## config.mk

```make
export PLATFORM = sky130hd
export DESIGN_NAME = alu_req_arbiter_flat
export DESIGN_NICKNAME = d
export VERILOG_FILES = /design/src/rtl/alu_req_arbiter_if.sv /design/src/rtl/alu_req_arbiter.sv /design/src/flat_wrapper.sv
export SDC_FILE = /design/constraint.sdc
export NUM_CORES = 1
export LEC_CHECK = 0
export CORE_MARGIN = 1
export CORE_UTILIZATION = 25
export DETAILED_ROUTE_END_ITERATION = 8
export HOLD_SLACK_MARGIN = 0.1
export PLACE_DENSITY_LB_ADDON = 0.12
export SETUP_SLACK_MARGIN = 0.5
export SLEW_MARGIN = 10
export SYNTH_ARGS = -nofsm -noshare
export SYNTH_HDL_FRONTEND = slang
export SYNTH_SLANG_ARGS = --single-unit
```

## constraint.sdc

```tcl
create_clock -name clk -period 1.3 [get_ports clk]
set_clock_uncertainty 0.05 [all_clocks]
set_input_delay 0.195 -clock clk [delete_from_list [all_inputs] [get_ports clk]]
set_output_delay 0.195 -clock clk [all_outputs]
set_load 0.1 [all_outputs]
```

## src/rtl/alu_req_arbiter_if.sv

```systemverilog
`default_nettype none
// ============================================================================
// Module   : alu_req_arbiter_if
// Purpose  : Requester, response and ALU-side signals of the ALU arbiter.
// Revision : 1.0
// ============================================================================
interface alu_req_arbiter_if #(
    parameter int W = 4
);
    logic         req0_valid;
    logic         req0_ready;
    logic [W-1:0] req0_a;
    logic [W-1:0] req0_b;
    logic [2:0]   req0_op;
    logic         req1_valid;
    logic         req1_ready;
    logic [W-1:0] req1_a;
    logic [W-1:0] req1_b;
    logic [2:0]   req1_op;
    logic         rsp_valid;
    logic         rsp_ready;
    logic         rsp_id;
    logic [W-1:0] rsp_out;
    logic         rsp_cf;
    logic         rsp_of;
    logic         rsp_zf;
    logic [W-1:0] alu_a;
    logic [W-1:0] alu_b;
    logic [2:0]   alu_sel;
    logic [W-1:0] alu_out;
    logic         alu_cf;
    logic         alu_of;
    logic         alu_zf;
    logic         busy;

    modport slave (
        input  req0_valid, req0_a, req0_b, req0_op,
        input  req1_valid, req1_a, req1_b, req1_op,
        output req0_ready, req1_ready,
        output rsp_valid, rsp_id, rsp_out, rsp_cf, rsp_of, rsp_zf,
        input  rsp_ready,
        output alu_a, alu_b, alu_sel,
        input  alu_out, alu_cf, alu_of, alu_zf,
        output busy
    );

    modport master (
        output req0_valid, req0_a, req0_b, req0_op,
        output req1_valid, req1_a, req1_b, req1_op,
        input  req0_ready, req1_ready,
        input  rsp_valid, rsp_id, rsp_out, rsp_cf, rsp_of, rsp_zf,
        output rsp_ready,
        input  alu_a, alu_b, alu_sel,
        output alu_out, alu_cf, alu_of, alu_zf,
        input  busy
    );
endinterface
`default_nettype wire

```

## src/rtl/alu_req_arbiter.sv

```systemverilog
`default_nettype none
// ============================================================================
// Module   : alu_req_arbiter
// Purpose  : Round-robin sequencer sharing one combinational ALU between two
//            requesters, with a registered response channel.
// Revision : 1.0
// ============================================================================
module alu_req_arbiter #(
    parameter int W = 4
) (
    input  wire logic         clk,
    input  wire logic         rst,
    alu_req_arbiter_if.slave  bus
);
    typedef enum logic [1:0] {
        S_IDLE = 2'd0,
        S_EXEC = 2'd1,
        S_RESP = 2'd2
    } state_t;

    state_t       r_state;
    logic         r_rr;
    logic [W-1:0] r_a;
    logic [W-1:0] r_b;
    logic [2:0]   r_op;
    logic         r_id;
    logic         r_rsp_valid;
    logic         r_rsp_id;
    logic [W-1:0] r_rsp_out;
    logic         r_rsp_cf;
    logic         r_rsp_of;
    logic         r_rsp_zf;

    logic w_any;
    logic w_gid;
    logic w_idle;
    logic w_arith;
    logic w_unused;

    assign w_any   = bus.req0_valid | bus.req1_valid;
    // Contention resolves to the pointer; otherwise the lone valid requester wins.
    assign w_gid   = (bus.req0_valid & bus.req1_valid) ? r_rr : bus.req1_valid;
    assign w_idle  = (r_state == S_IDLE) & ~rst;
    assign w_arith = (r_op[2:1] == 2'b00);
    assign w_unused = bus.alu_zf;

    assign bus.req0_ready = w_idle & w_any & ~w_gid;
    assign bus.req1_ready = w_idle & w_any &  w_gid;

    assign bus.alu_a     = r_a;
    assign bus.alu_b     = r_b;
    assign bus.alu_sel   = r_op;
    assign bus.rsp_valid = r_rsp_valid;
    assign bus.rsp_id    = r_rsp_id;
    assign bus.rsp_out   = r_rsp_out;
    assign bus.rsp_cf    = r_rsp_cf;
    assign bus.rsp_of    = r_rsp_of;
    assign bus.rsp_zf    = r_rsp_zf;
    assign bus.busy      = (r_state != S_IDLE);

    always_ff @(posedge clk or posedge rst) begin
        if (rst) begin
            r_state     <= S_IDLE;
            r_rr        <= 1'b0;
            r_a         <= '0;
            r_b         <= '0;
            r_op        <= '0;
            r_id        <= 1'b0;
            r_rsp_valid <= 1'b0;
            r_rsp_id    <= 1'b0;
            r_rsp_out   <= '0;
            r_rsp_cf    <= 1'b0;
            r_rsp_of    <= 1'b0;
            r_rsp_zf    <= 1'b0;
        end else begin
            case (r_state)
                S_IDLE: begin
                    if (w_any) begin
                        r_a     <= w_gid ? bus.req1_a  : bus.req0_a;
                        r_b     <= w_gid ? bus.req1_b  : bus.req0_b;
                        r_op    <= w_gid ? bus.req1_op : bus.req0_op;
                        r_id    <= w_gid;
                        r_state <= S_EXEC;
                    end
                end
                S_EXEC: begin
                    // Zero flag is derived here so ALU zf quirks cannot leak out.
                    r_rsp_out   <= bus.alu_out;
                    r_rsp_cf    <= w_arith & bus.alu_cf;
                    r_rsp_of    <= w_arith & bus.alu_of;
                    r_rsp_zf    <= (bus.alu_out == '0);
                    r_rsp_id    <= r_id;
                    r_rsp_valid <= 1'b1;
                    r_state     <= S_RESP;
                end
                S_RESP: begin
                    if (bus.rsp_ready) begin
                        r_rsp_valid <= 1'b0;
                        r_rr        <= ~r_id;
                        r_state     <= S_IDLE;
                    end
                end
                default: r_state <= S_IDLE;
            endcase
        end
    end
endmodule
`default_nettype wire
```

## src/flat_wrapper.sv

```systemverilog
// flat-port wrapper written by rule: the top's interface ports become plain ports
module alu_req_arbiter_flat 
#(
    parameter int W = 4
)
  (clk, rst, bus_req0_valid, bus_req0_a, bus_req0_b, bus_req0_op, bus_req1_valid, bus_req1_a, bus_req1_b, bus_req1_op, bus_req0_ready, bus_req1_ready, bus_rsp_valid, bus_rsp_id, bus_rsp_out, bus_rsp_cf, bus_rsp_of, bus_rsp_zf, bus_rsp_ready, bus_alu_a, bus_alu_b, bus_alu_sel, bus_alu_out, bus_alu_cf, bus_alu_of, bus_alu_zf, bus_busy);
  alu_req_arbiter_if #(.W(W)) bus_i ();
  input  wire logic clk;
  input  wire logic rst;
  input wire logic [$bits(bus_i.req0_valid)-1:0] bus_req0_valid;
  input wire logic [$bits(bus_i.req0_a)-1:0] bus_req0_a;
  input wire logic [$bits(bus_i.req0_b)-1:0] bus_req0_b;
  input wire logic [$bits(bus_i.req0_op)-1:0] bus_req0_op;
  input wire logic [$bits(bus_i.req1_valid)-1:0] bus_req1_valid;
  input wire logic [$bits(bus_i.req1_a)-1:0] bus_req1_a;
  input wire logic [$bits(bus_i.req1_b)-1:0] bus_req1_b;
  input wire logic [$bits(bus_i.req1_op)-1:0] bus_req1_op;
  output wire logic [$bits(bus_i.req0_ready)-1:0] bus_req0_ready;
  output wire logic [$bits(bus_i.req1_ready)-1:0] bus_req1_ready;
  output wire logic [$bits(bus_i.rsp_valid)-1:0] bus_rsp_valid;
  output wire logic [$bits(bus_i.rsp_id)-1:0] bus_rsp_id;
  output wire logic [$bits(bus_i.rsp_out)-1:0] bus_rsp_out;
  output wire logic [$bits(bus_i.rsp_cf)-1:0] bus_rsp_cf;
  output wire logic [$bits(bus_i.rsp_of)-1:0] bus_rsp_of;
  output wire logic [$bits(bus_i.rsp_zf)-1:0] bus_rsp_zf;
  input wire logic [$bits(bus_i.rsp_ready)-1:0] bus_rsp_ready;
  output wire logic [$bits(bus_i.alu_a)-1:0] bus_alu_a;
  output wire logic [$bits(bus_i.alu_b)-1:0] bus_alu_b;
  output wire logic [$bits(bus_i.alu_sel)-1:0] bus_alu_sel;
  input wire logic [$bits(bus_i.alu_out)-1:0] bus_alu_out;
  input wire logic [$bits(bus_i.alu_cf)-1:0] bus_alu_cf;
  input wire logic [$bits(bus_i.alu_of)-1:0] bus_alu_of;
  input wire logic [$bits(bus_i.alu_zf)-1:0] bus_alu_zf;
  output wire logic [$bits(bus_i.busy)-1:0] bus_busy;
  assign bus_i.req0_valid = bus_req0_valid;
  assign bus_i.req0_a = bus_req0_a;
  assign bus_i.req0_b = bus_req0_b;
  assign bus_i.req0_op = bus_req0_op;
  assign bus_i.req1_valid = bus_req1_valid;
  assign bus_i.req1_a = bus_req1_a;
  assign bus_i.req1_b = bus_req1_b;
  assign bus_i.req1_op = bus_req1_op;
  assign bus_req0_ready = bus_i.req0_ready;
  assign bus_req1_ready = bus_i.req1_ready;
  assign bus_rsp_valid = bus_i.rsp_valid;
  assign bus_rsp_id = bus_i.rsp_id;
  assign bus_rsp_out = bus_i.rsp_out;
  assign bus_rsp_cf = bus_i.rsp_cf;
  assign bus_rsp_of = bus_i.rsp_of;
  assign bus_rsp_zf = bus_i.rsp_zf;
  assign bus_i.rsp_ready = bus_rsp_ready;
  assign bus_alu_a = bus_i.alu_a;
  assign bus_alu_b = bus_i.alu_b;
  assign bus_alu_sel = bus_i.alu_sel;
  assign bus_i.alu_out = bus_alu_out;
  assign bus_i.alu_cf = bus_alu_cf;
  assign bus_i.alu_of = bus_alu_of;
  assign bus_i.alu_zf = bus_alu_zf;
  assign bus_busy = bus_i.busy;
  alu_req_arbiter #(.W(W)) u_core (.clk(clk), .rst(rst), .bus(bus_i));
endmodule
```

# == After elaboration in Yosys (flattened, before gate mapping) ==
# Index checks and enable logic that the tools add are counted.
# classes
n_mux,9
eq_ne,4
reduce_logical,9
n_bitwise,11
# op_table
cell,n
4-bit 2-to-1 mux,2
2-bit AND reduction,4
1-bit AND,7
2-bit one-hot mux with 3 select lines,1
2-bit logical NOT,2
4-bit logical NOT,1
2-bit 2-to-1 mux,2
2-bit nonzero test,2
3-bit 2-to-1 mux,1
1-bit inverter,3
2-bit by 1-bit equality test with 1-bit output (second input constant),1
2-bit equality test (second input constant),1
1-bit 2-to-1 mux,2
2-bit by 1-bit inequality test with 1-bit output (second input constant),1
2-bit inequality test (second input constant),1
1-bit one-hot mux with 2 select lines,1
1-bit OR,1
# totals
input_bits,34
elab_cells,45
output_inout_bits,23
register_bits,24

# == Logic depth before layout (Yosys ltp) ==
# logic_depth
ltp_word,4
mapped_depth,4
mapped_depth_nobuf,4

# == Worst setup path after synthesis ==
# Ideal clock, no wire load.
# synth_timing
path_kind,register -> output
startpoint,reg u_core.r_state[0]
endpoint,out bus_req0_ready
n_path_buf,0
arrival_ps,2988
slack_ps,-1933
path_stages_with_launch,4
path_cell_list,dfrtp_1 > nor2_4 > inv_2 > nor3_1
# synth_between
elab_chain_len,4
# synth_lines
item,line,source
start: declaration,alu_req_arbiter.sv:21,state_t r_state;
start signal: assignment,alu_req_arbiter.sv:63,r_state <= S_IDLE;
start signal: assignment,alu_req_arbiter.sv:83,r_state <= S_EXEC;
start signal: assignment,alu_req_arbiter.sv:94,r_state <= S_RESP;
2-bit logical NOT,alu_req_arbiter.sv:43,assign w_idle = (r_state == S_IDLE) & ~rst;
1-bit AND,alu_req_arbiter.sv:43,
1-bit AND (2 in a row),alu_req_arbiter.sv:47,assign bus.req0_ready = w_idle & w_any & ~w_gid;
end: declaration,flat_wrapper.sv:18,output wire logic [$bits(bus_i.req0_ready)-1:0] bus_req0_ready;
# Every way passes these cells.

# == Worst setup path in the final report ==
# Ends and elaborated chain as after synthesis.

==> metrics.md <==
| Metric | Value |
|---|---|
| Status | `finished, violations left` |
| Failing checks | `setup timing` |
| Minimum clock period | `around 1.6 ns` |
| Asr flop ratio synth | `100%` |
| Via density | `around 4.7` |
| Io pins | `57` |
| Filler cells | `322` |
| Post-synth top area share | `a little under three fifths` |
| Slowest stage cell, crit path | `dfrtp_1` |
| Slack of the critical path | `-0.304 ns` |
| Crit path DAT | `1.36 ns` |
| Worst-Margin Slew | `slightly above 0.4 ns` |
| Synthesis Warnings | `0` |
| Worst hold path class | `in2reg` |
| Max Slew Vio Count | `0` |
| Max Freq | `around 620 MHz` |
| Worst setup EP type | `output pin` |
| CP peak stage delay | `~0.43 ns` |
| Antenna cells | `0` |
| Dpl cells | `198` |
| Clk buf depth | `2` |
| Die Height | `approximately 67 um` |
| EDFF count, synth | `0` |
| Layout Nets | `approximately 200` |
| Most frequent cells after synthesis | `dfrtp_1, or3_1, a221o_1, and3_2, mux2_2` |
| Initial antenna violation count | `0` |
| Final core utilization | `59.8%` |
| Remaining DRCs | `0` |
| Die area | `between 0.004 and 0.005 mm2` |
| H-Tree Depth | `1` |
| Syn Std Cell Area | `around 0.0010 mm2` |
| Die W | `approximately 67 um` |
| Vias in the first global route | `1039` |
| Remaining Overflow, GRT | `0` |
| CTS hold repair buffers | `0` |
| Final Non-Filler Cells | `approximately 220` |
| Leading area contributor after synthesis | `dfrtp_1` |
| Synthesis-to-layout area growth | `129%` |
| CTS tree | `done` |
| Max_cap viols | `0` |
| Routability congestion estimate | `slightly above 0.7` |
| Drt pass-1 iters | `4` |
| Post-DRT Antenna Nets | `0` |
| Clock latency on the worst-skew pair | `0.26 ns` |
| Via count | `1005` |
| Core ar. | `approximately 0.004 mm2` |
| Setup violations, final | `15` |
| Clock-pin slew on the worst setup and hold paths | `about 0.080 ns` |
| Worst slew margin | `about 72%` |
| Synth unique cells | `28` |
| Mapped Nets | `116` |
| Dpl hpwl | `approximately 2.1 mm` |
| Detailed Route Iter0 Violations | `14` |
| Syn avg cell area | `12.8 um2` |
| Count leader, synth | `dfrtp_1` |
| Worst EP required | `~1.1 ns` |
| DRT Wirelength | `about 3.1 mm` |
| Worst-path maximum fanout | `5` |
| Num rows | `23` |
| Buffers added on ports | `55` |
| GRT Overall Usage | `about 15%` |
| Seq/Total Area, Yosys | `between 50% and 60%` |
| Avg WL per Cell | `around 14 um` |
| Top_reg_cell synth | `dfrtp_1` |
| Largest net degree at the start of global routing | `25` |
| Clock buffer count from CTS | `3` |
| First-pass GRT wire length | `4.87 mm` |
| Fin Setup TNS | `-3.16 ns` |
| Final worst-path cycle share | `123%` |
| Synthesized flop and latch total | `24` |
| Hold Vio Cnt, Final | `0` |
| Synth area leaders | `dfrtp_1, mux2_2, a221o_1` |
| Syn Inst Count | `between 80 and 90` |
| CP Cell Sequence | `nor2_4 > clkinv_4 > nor3_4 > buf_12` |
| Number of clock sinks | `24` |
| Initial Utilization | `a little over a quarter` |
| CP Launch Type | `flip-flop` |
| CTS root buf | `clkbuf_8` |
| Ratio of cells with drive above 1 in the final layout | `between 60 and 70%` |
| Worst Path Class, Setup | `reg2out` |
| RSZ-0062 raised after global routing | `yes` |
## worst max-delay path, delay by kind of cell, from the launching register on
family	cells	cell delay (ns)
buffers and inverters	2	0.31
and+or+nand+nor	2	0.36
DFF	1	0.43
## registers in the layout, indices dropped and copies added (netlist names)
register,count
u_core.bus.alu_a,4
u_core.bus.alu_b,4
u_core.bus.rsp_out,4
u_core.bus.alu_sel,3
u_core.r_state,2
u_core.bus.rsp_cf,1
u_core.bus.rsp_id,1
u_core.bus.rsp_of,1
u_core.bus.rsp_valid,1
u_core.bus.rsp_zf,1
u_core.r_id,1
u_core.r_rr,1
## cell usage in the layout (no fill, tap or decap), types with 2 or more instances in the layout
cell type        instances
mux2_4                   4
buf_6                   15
buf_12                  24
o221a_1                  3
clkbuf_8                 3
o21ai_2                  2
dfrtp_4                 20
a22o_1                   2
buf_4                   10
a221o_1                  5
o221a_2                  2
inv_1                    2
dfrtp_1                  3
nand2b_4                 2
or3_1                    4
dlygate4sd2_1            3
or3_4                    2
and3_2                   5
nand2_1                  2
nor2_4                   2
clkdlybuf4s50_1         29
## cells by family after synthesis
| family | synth area share (%) |
|---|---|
| buf+inv | 2.99 |
| compound gates | 18.5 |
| simple gates | 15.7 |
| flops | 57.4 |
| mux | 5.38 |
## path summary, 6_finish.rpt
kind                            slack, ns                           from  cells after the start                                end
worst max-delay path                -0.30  u_core.r_state[0]$_DFFE_PP0P_                      4                     bus_req0_ready
worst min-delay path                 0.27                 bus_alu_out[0]                      2  u_core.bus.rsp_out[0]$_DFFE_PP0P_
worst max register to register      -0.22        u_core.r_rr$_DFFE_PP0P_                      5    u_core.bus.alu_a[1]$_DFFE_PP0P_
worst min register to register       0.44        u_core.r_id$_DFFE_PP0P_                      1            u_core.r_rr$_DFFE_PP0P_
max in group asynchronous            0.65                            rst                      3  u_core.bus.alu_sel[0]$_DFFE_PP0P_
min in group asynchronous            0.38                            rst                      3    u_core.bus.alu_b[3]$_DFFE_PP0P_
## metal layers
layer	global-route usage [%]	share of wire (%)
met2	24.1	53
met4	7.18	1.6
met5	0	0
met1	18.5	40
met3	1.71	5.2
## area by class of cell
class	count	area [um2]	area share, %
Clock buffer	4	45.0	1.88
Inverter	4	27.5	1.15
Multi-Input combinational cell	53	539	22.5
Sequential cell	24	677	28.3
Tap cell	50	62.6	2.62
Timing Repair Buffer	81	1040	43.5
## through the flow
| stage | hold WS [ns] | setup WS, ns | instance area [um2] |
|---|---|---|---|
| global placement | 0.431 | -0.290 | 2080 |
| detailed placement | 0.434 | -0.325 | 2080 |
| CTS | 0.264 | -0.301 | 2290 |
| floorplan | 0.160 | -0.556 | 1150 |
| finish | 0.273 | -0.304 | 2390 |
| global route | 0.275 | -0.353 | 2390 |
## timing repair
action                     CTS  global route
setup buffers                9             4
setup endpoints to repair   47            47
resized for setup           27            18
gates cloned                 1             0
pin swaps                   12             4
Power is left out: the tool's default activity adds up to more than one toggle a clock period on the data nets, which glitch-free logic cannot reach.
